===== config.mk =====
export PLATFORM = sky130hd
export DESIGN_NAME = m_seq
export DESIGN_NICKNAME = d
export VERILOG_FILES = /design/src/rtl/m_seq.sv
export SDC_FILE = /design/constraint.sdc
export NUM_CORES = 1
export LEC_CHECK = 0
export CAP_MARGIN = 10
export CORE_AREA = 2 2 182 184
export CTS_CLUSTER_SIZE = 30
export DETAILED_ROUTE_END_ITERATION = 7
export DIE_AREA = 0 0 184 186
export DONT_BUFFER_PORTS = 1
export PLACE_DENSITY = 0.54
export SETUP_SLACK_MARGIN = 0.02
export SYNTH_ARGS = -nofsm -noshare
export SYNTH_HDL_FRONTEND = slang
export SYNTH_SLANG_ARGS = --single-unit

===== constraint.sdc =====
create_clock -name clk -period 4.5 [get_ports clk]
set_input_delay 0.225 -clock clk [delete_from_list [all_inputs] [get_ports clk]]
set_output_delay 0.225 -clock clk [all_outputs]
set_load 0.005 [all_outputs]

===== src/rtl/m_seq.sv =====
// ---------------------------------------------------------------------------
// m_seq : sequencer and R/D/Z state registers of the M-extension unit.
//
// Takes one MUL/DIV-class request at a time and steers the external
// combinational M datapath through its mux selects. Multiplies finish after a
// single MUL cycle. Divides run a 32-step restoring iteration and then one
// FIX cycle that applies the sign. Each result is held in DONE until the
// consumer takes it.
//
// Ports
//   clk, resetn              clock (rising edge), async active-low reset
//   in_valid / in_ready      request handshake; in_ready only in IDLE
//   op, rs1, rs2             funct3 and the two operands
//   out_valid / out_ready    result handshake
//   result                   32-bit result, changes only on entry to DONE
//   mux_multA, mux_multB     multiplier operand selects (ZERO/UNSIGNED/SIGNED)
//   mux_div_rem              quotient/remainder select for the sign fix-up
//   R, D, Z                  remainder, shifted divisor, quotient registers
//   sub_result, product,     datapath returns: R - D[31:0], A*B,
//   div_rem, div_rem_neg     selected Z/R and its two's complement
//
// Configuration macro: M_DIV_EARLY_OUT_EN
//   When defined, a divide whose divisor is zero, or whose |dividend| is below
//   its |divisor|, finishes at accept and goes directly to DONE.
//
// The select widths and encodings normally come from m_definitions.svh. The
// guarded defaults below keep this file self-contained when that header is
// not in the build.
// ---------------------------------------------------------------------------
`ifndef MUX_MULTA_LENGTH
`define MUX_MULTA_LENGTH 2
`endif
`ifndef MUX_MULTB_LENGTH
`define MUX_MULTB_LENGTH 2
`endif
`ifndef MUX_DIV_REM_LENGTH
`define MUX_DIV_REM_LENGTH 1
`endif
`ifndef MUX_MULT_ZERO
`define MUX_MULT_ZERO 2'd0
`endif
`ifndef MUX_MULT_UNSIGNED
`define MUX_MULT_UNSIGNED 2'd1
`endif
`ifndef MUX_MULT_SIGNED
`define MUX_MULT_SIGNED 2'd2
`endif
`ifndef MUX_DIV_REM_R
`define MUX_DIV_REM_R 1'b0
`endif
`ifndef MUX_DIV_REM_Z
`define MUX_DIV_REM_Z 1'b1
`endif

module m_seq (
    input  logic                           clk,
    input  logic                           resetn,
    input  logic                           in_valid,
    output logic                           in_ready,
    input  logic [2:0]                     op,
    input  logic [31:0]                    rs1,
    input  logic [31:0]                    rs2,
    output logic                           out_valid,
    input  logic                           out_ready,
    output logic [31:0]                    result,
    output logic [`MUX_MULTA_LENGTH-1:0]   mux_multA,
    output logic [`MUX_MULTB_LENGTH-1:0]   mux_multB,
    output logic [`MUX_DIV_REM_LENGTH-1:0] mux_div_rem,
    output logic [31:0]                    R,
    output logic [62:0]                    D,
    output logic [31:0]                    Z,
    input  logic [31:0]                    sub_result,
    input  logic [63:0]                    product,
    input  logic [31:0]                    div_rem,
    input  logic [31:0]                    div_rem_neg
);

    typedef enum logic [2:0] {
        ST_IDLE,
        ST_MUL,
        ST_DIV,
        ST_FIX,
        ST_DONE
    } state_t;

    state_t      state;
    state_t      state_nx;

    logic [1:0]  op_q;
    logic        rs1_neg;
    logic        rs2_neg;
    logic        rs2_zero;
    logic [4:0]  count;

    logic        accept;
    logic        is_div_op;
    logic        div_signed;
    logic [31:0] abs1;
    logic [31:0] abs2;
    logic        fit;
    logic        early;
    logic        neg_q;
    logic        neg_r;
    logic        fix_neg;

    assign accept     = in_valid && in_ready;
    assign is_div_op  = op[2];
    // DIV (4) and REM (6) are the signed divides; odd codes are unsigned.
    assign div_signed = ~op[0];
    assign abs1       = (div_signed && rs1[31]) ? -rs1 : rs1;
    assign abs2       = (div_signed && rs2[31]) ? -rs2 : rs2;

    // Divisor still has bits above the 32-bit window, so it cannot fit yet.
    assign fit = (D[62:32] == 31'd0) && (R >= D[31:0]);

    // A zero divisor keeps the quotient positive, which turns the all-ones
    // quotient into the expected 0xFFFFFFFF for signed divides too.
    assign neg_q   = ~op_q[0] && (rs1_neg != rs2_neg) && !rs2_zero;
    assign neg_r   = ~op_q[0] && rs1_neg;
    assign fix_neg = op_q[1] ? neg_r : neg_q;

`ifdef M_DIV_EARLY_OUT_EN
    logic [31:0] early_result;
    assign early        = is_div_op && ((abs2 == 32'd0) || (abs1 < abs2));
    // Both early cases leave the remainder equal to the raw dividend; the
    // quotient is all ones for a zero divisor and zero otherwise.
    assign early_result = op[1] ? rs1 : ((abs2 == 32'd0) ? 32'hFFFF_FFFF : 32'd0);
`else
    assign early = 1'b0;
`endif

    // State register.
    always_ff @(posedge clk or negedge resetn) begin
        if (!resetn) begin
            state <= ST_IDLE;
        end else begin
            state <= state_nx;
        end
    end

    // Next-state logic and the handshake/select outputs decoded from state.
    always_comb begin
        state_nx    = state;
        in_ready    = 1'b0;
        out_valid   = 1'b0;
        mux_multA   = `MUX_MULT_ZERO;
        mux_multB   = `MUX_MULT_ZERO;
        mux_div_rem = `MUX_DIV_REM_R;
        case (state)
            ST_IDLE: begin
                in_ready = 1'b1;
                if (accept) begin
                    if (!is_div_op) begin
                        state_nx = ST_MUL;
                    end else if (early) begin
                        state_nx = ST_DONE;
                    end else begin
                        state_nx = ST_DIV;
                    end
                end
            end
            ST_MUL: begin
                mux_multA = (op_q == 2'd1 || op_q == 2'd2) ? `MUX_MULT_SIGNED : `MUX_MULT_UNSIGNED;
                mux_multB = (op_q == 2'd1) ? `MUX_MULT_SIGNED : `MUX_MULT_UNSIGNED;
                state_nx  = ST_DONE;
            end
            ST_DIV: begin
                if (count == 5'd0) begin
                    state_nx = ST_FIX;
                end
            end
            ST_FIX: begin
                mux_div_rem = op_q[1] ? `MUX_DIV_REM_R : `MUX_DIV_REM_Z;
                state_nx    = ST_DONE;
            end
            ST_DONE: begin
                out_valid = 1'b1;
                if (out_ready) begin
                    state_nx = ST_IDLE;
                end
            end
            default: begin
                state_nx = ST_IDLE;
            end
        endcase
    end

    // Operand/state registers and the result register.
    always_ff @(posedge clk or negedge resetn) begin
        if (!resetn) begin
            R        <= 32'd0;
            D        <= 63'd0;
            Z        <= 32'd0;
            result   <= 32'd0;
            count    <= 5'd0;
            op_q     <= 2'd0;
            rs1_neg  <= 1'b0;
            rs2_neg  <= 1'b0;
            rs2_zero <= 1'b0;
        end else begin
            case (state)
                ST_IDLE: begin
                    if (accept) begin
                        op_q     <= op[1:0];
                        rs1_neg  <= rs1[31];
                        rs2_neg  <= rs2[31];
                        rs2_zero <= (rs2 == 32'd0);
                        if (!is_div_op) begin
                            R <= rs1;
                            D <= {rs2, 31'd0};
                        end else begin
                            R     <= abs1;
                            D     <= {abs2, 31'd0};
                            Z     <= 32'd0;
                            count <= 5'd31;
`ifdef M_DIV_EARLY_OUT_EN
                            if (early) begin
                                result <= early_result;
                            end
`endif
                        end
                    end
                end
                ST_MUL: begin
                    result <= (op_q == 2'd0) ? product[31:0] : product[63:32];
                end
                ST_DIV: begin
                    if (fit) begin
                        R <= sub_result;
                    end
                    Z <= {Z[30:0], fit};
                    D <= D >> 1;
                    if (count != 5'd0) begin
                        count <= count - 5'd1;
                    end
                end
                ST_FIX: begin
                    result <= fix_neg ? div_rem_neg : div_rem;
                end
                default: begin
                end
            endcase
        end
    end

endmodule


==> run metrics <==
Post-Syn Nets=around 1400; gr usage total=between 10% and 20%; Clk Latency, worst-skew pair=0.45 ns; register clock-pin slew on the reported worst setup and hold paths=0.07 ns; I/O Buffers=0; clk_skew=0.0123 ns; R2R cell count=9; critical path endpoint category=flip-flop; number of synthesized flops with an enable pin=0; Critical Path RT=4.83 ns; routed length per instance=around 21 um; FF-to-FF End=R[10]; Pre-antenna DRT Iters=5; Final WS setup=between 1.5 and 2 ns; clk sinks=172; via count=around 8400; critical path class=flip-flop to flip-flop; maximum VDD drop=0.000358 V; initial antenna violation count=1; # setup viols final=0; DIE WIDTH=184 um; dominant synthesized flop cell=dfrtp_1; 1st-iter DRT viols=413; Syn-to-layout area delta=15.0%; first-pass GRT wire length=between 40 and 50 mm; Max Cap Viol=0; Initial Utilization=31.6%; Setup crit start kind=flip-flop; CP Cell Sequence=inv_1 > ha_1 > nand4_1 > nor4_1 > nand4_1 > a31oi_1 > nor3_4 > buf_4 > mux2_1; Hold Crit Class=input port to flip-flop; sequential area share after synthesis=42.3%; CTS tree=built; vias in the first global route=8304; outcome=finished clean; Crit Path Max Fanout=16; unrepaired setup endpoints after global routing=false; Mapped Area=10200 sq um; ANT nets after route=0; worst path arrival time=3.30 ns; PD cells=597 nW/um^2; Min Clock Period, post-route=2.97 ns; R2R setup slack=1.53 ns; Synth Register Bits=172; final-layout fill cell count=~3300; Max stage delay on crit path=0.52 ns; GPL Wtd Cong=~0.83; CP endpoint=R[10]; Rows=66; Worst path most repeated cell=nand4_1; Syn. warnings=0; maximum clock rate=336 MHz; DRC errors left=0; cts bufs inserted=17; grt total ovfl=0; Yosys cell types=58; Die Height=around 190 um; nets@finish=about 1400; DIE AREA=between 30000 and 40000 sq um; Root Buffer=clkbuf_16; Post-DP HPWL=about 23 mm; mean post-synth cell area=~9.3 sq um; Post-Syn Instances=1095; share of layout cells above drive strength 1=8.98%; fin crit share=between 60% and 70%; IO Pins=397; setup_tns=0 ns; H-tree levels=4; Leak Pwr=0.00477 uW; Rel. slew slack=16.8%; async set-reset flop share out of synthesis=between 90% and 100%; Tightest Pin Transition=1.25 ns; Max clock buf depth=2; Slew Limit Fails=0; vias per cell=5.50; final hold viol count=0; Cells on Worst Hold Path=3; Resized cells post-CTS=0; Core Area=32200 sq um; Placement Setup Slack=1.52 ns; crit path from=D[31]; Critical-path top delay cell=nor4_1; largest net degree at the start of global routing=approximately 170; Reg-to-Reg Start=D[31]; Total Wirelength=roughly 32 mm
==> worst max-delay path, delay by kind of cell, from the launching register on <==
kind                     cells  cell delay [ns]
flip-flops                   1             0.39
adder cells (fa/ha/maj)      1             0.33
AND/OR/NAND/NOR              4             1.07
multiplexers                 1             0.34
AO/OA/AOI/OAI                1             0.40
buffers and inverters        2             0.31
==> report_power, final <==
group / internal, uW / total, uW / switching, uW / leakage [uW]
Clock: 820 / 1490 / 673 / 0.000274
Combinational: 1160 / 2840 / 1680 / 0.00229
Sequential: 2040 / 2650 / 607 / 0.00220
==> flip-flops by register name, indices dropped and copies added (netlist names), 2 cells and up <==
register / cells
op_q: 2
Z: 32
D: 63
result: 32
count: 5
R: 32
state: 3
==> cells in the mapped netlist, drive strengths merged (6+ instances only) <==
library cell	number	share of area, %
dfrtp	172	42
nor3	21	1.1
nor3b	7	0.57
ha	38	4.7
a22oi	28	2.1
a31oi	18	1.1
a21oi	70	3.4
a22o	31	2.7
nand3	36	1.8
xnor2	36	3.1
nand2	87	3.2
and4	6	0.52
buf	15	0.62
nor2	72	2.7
mux2	60	6.6
or4	12	1.0
xor2	19	1.6
o21ai	136	6.7
o31ai	6	0.44
nand4	12	0.74
nor4	17	1.4
or3	6	0.42
clkbuf	55	2.0
mux2i	37	3.6
inv	54	2.0
==> logic make-up (layout without fill, tap and decap cells) <==
family,Yosys count,count (layout),share of synthesized area [%]
muxes,97,97,10.3
xor gates and xnor gates,55,55,4.74
and+or+nand+nor,295,295,14.7
buffers and inverters,124,154,4.64
DFF,172,172,42.3
AOI/OAI and AO/OA,314,314,18.6
adders and majority gates,38,38,4.68
other,0,1,0
==> timing repair <==
| item | CTS | global route |
|---|---|---|
| hold buffers | 56 | 0 |
| setup buffers | 0 | 0 |
| endpoints found under the setup margin | 0 | 0 |
| hold endpoints to repair | 228 | 0 |
==> per-stage QoR <==
stage / util [%] / cell area, sq um / std cells / power (uW) / hold slack [ns]
after floorplan: - / 10200 / 1095 / 4630 / -0.0706
after global placement: 32.7 / 10500 / 1445 / 5410 / -0.0670
after detailed placement: 32.7 / 10500 / 1445 / 5480 / -0.0669
after CTS: 36.3 / 11700 / 1533 / 7090 / 0.00858
after global routing: 36.3 / 11700 / 1534 / 7600 / 0.0124
final: 36.3 / 11700 / 1534 / 6990 / 0.0333
==> layer usage <==
layer  GRT usage, %  part of all wire [%]  up-vias
li1               -                     -     3988
met1           23.1                    42     4098
met2           30.1                    47      314
met3           6.91                   9.0       37
met4           4.96                   1.5        0
met5              0                     0        -
==> final cells by class <==
class / count / area (sq um) / share of cell area, %
flip-flops and latches: 172 / 4310 / 36.8
clock inverters: 13 / 141 / 1.21
clock buffers: 19 / 433 / 3.70
repair buffers: 68 / 681 / 5.82
well taps: 408 / 510 / 4.36
inverters: 54 / 203 / 1.73
diodes: 1 / 2.50 / 0.0214
multi-input cells: 799 / 5420 / 46.4
==> worst min path at each step <==
stage / startpoint / end / slack (ns)
floorplan: resetn / D[0] / -0.07
global placement: resetn / D[17] / -0.07
detailed placement: resetn / D[16] / -0.07
CTS: sub_result[15] / R[15] / 0.009
global route: sub_result[15] / R[15] / 0.01
finish: sub_result[18] / R[18] / 0.03
==> cells in the final DEF (no fill, tap or decap), drive strengths merged, types with 3 or more instances in the layout <==
master / instances
a211oi: 5
a21oi: 70
a22o: 31
a22oi: 28
a31oi: 18
and2: 3
and3: 5
and4: 6
buf: 13
clkbuf: 19
clkinv: 6
clkinvlp: 3
dfrtp: 172
dlygate4sd3: 55
ha: 38
inv: 56
mux2: 60
mux2i: 37
nand2: 87
nand2b: 5
nand3: 36
nand4: 12
nor2: 72
nor3: 21
nor3b: 7
nor4: 17
o21ai: 136
o31ai: 6
o41ai: 5
or3: 6
or4: 12
xnor2: 36
xor2: 19
No activity file was read; power rests on OpenSTA's default activity.
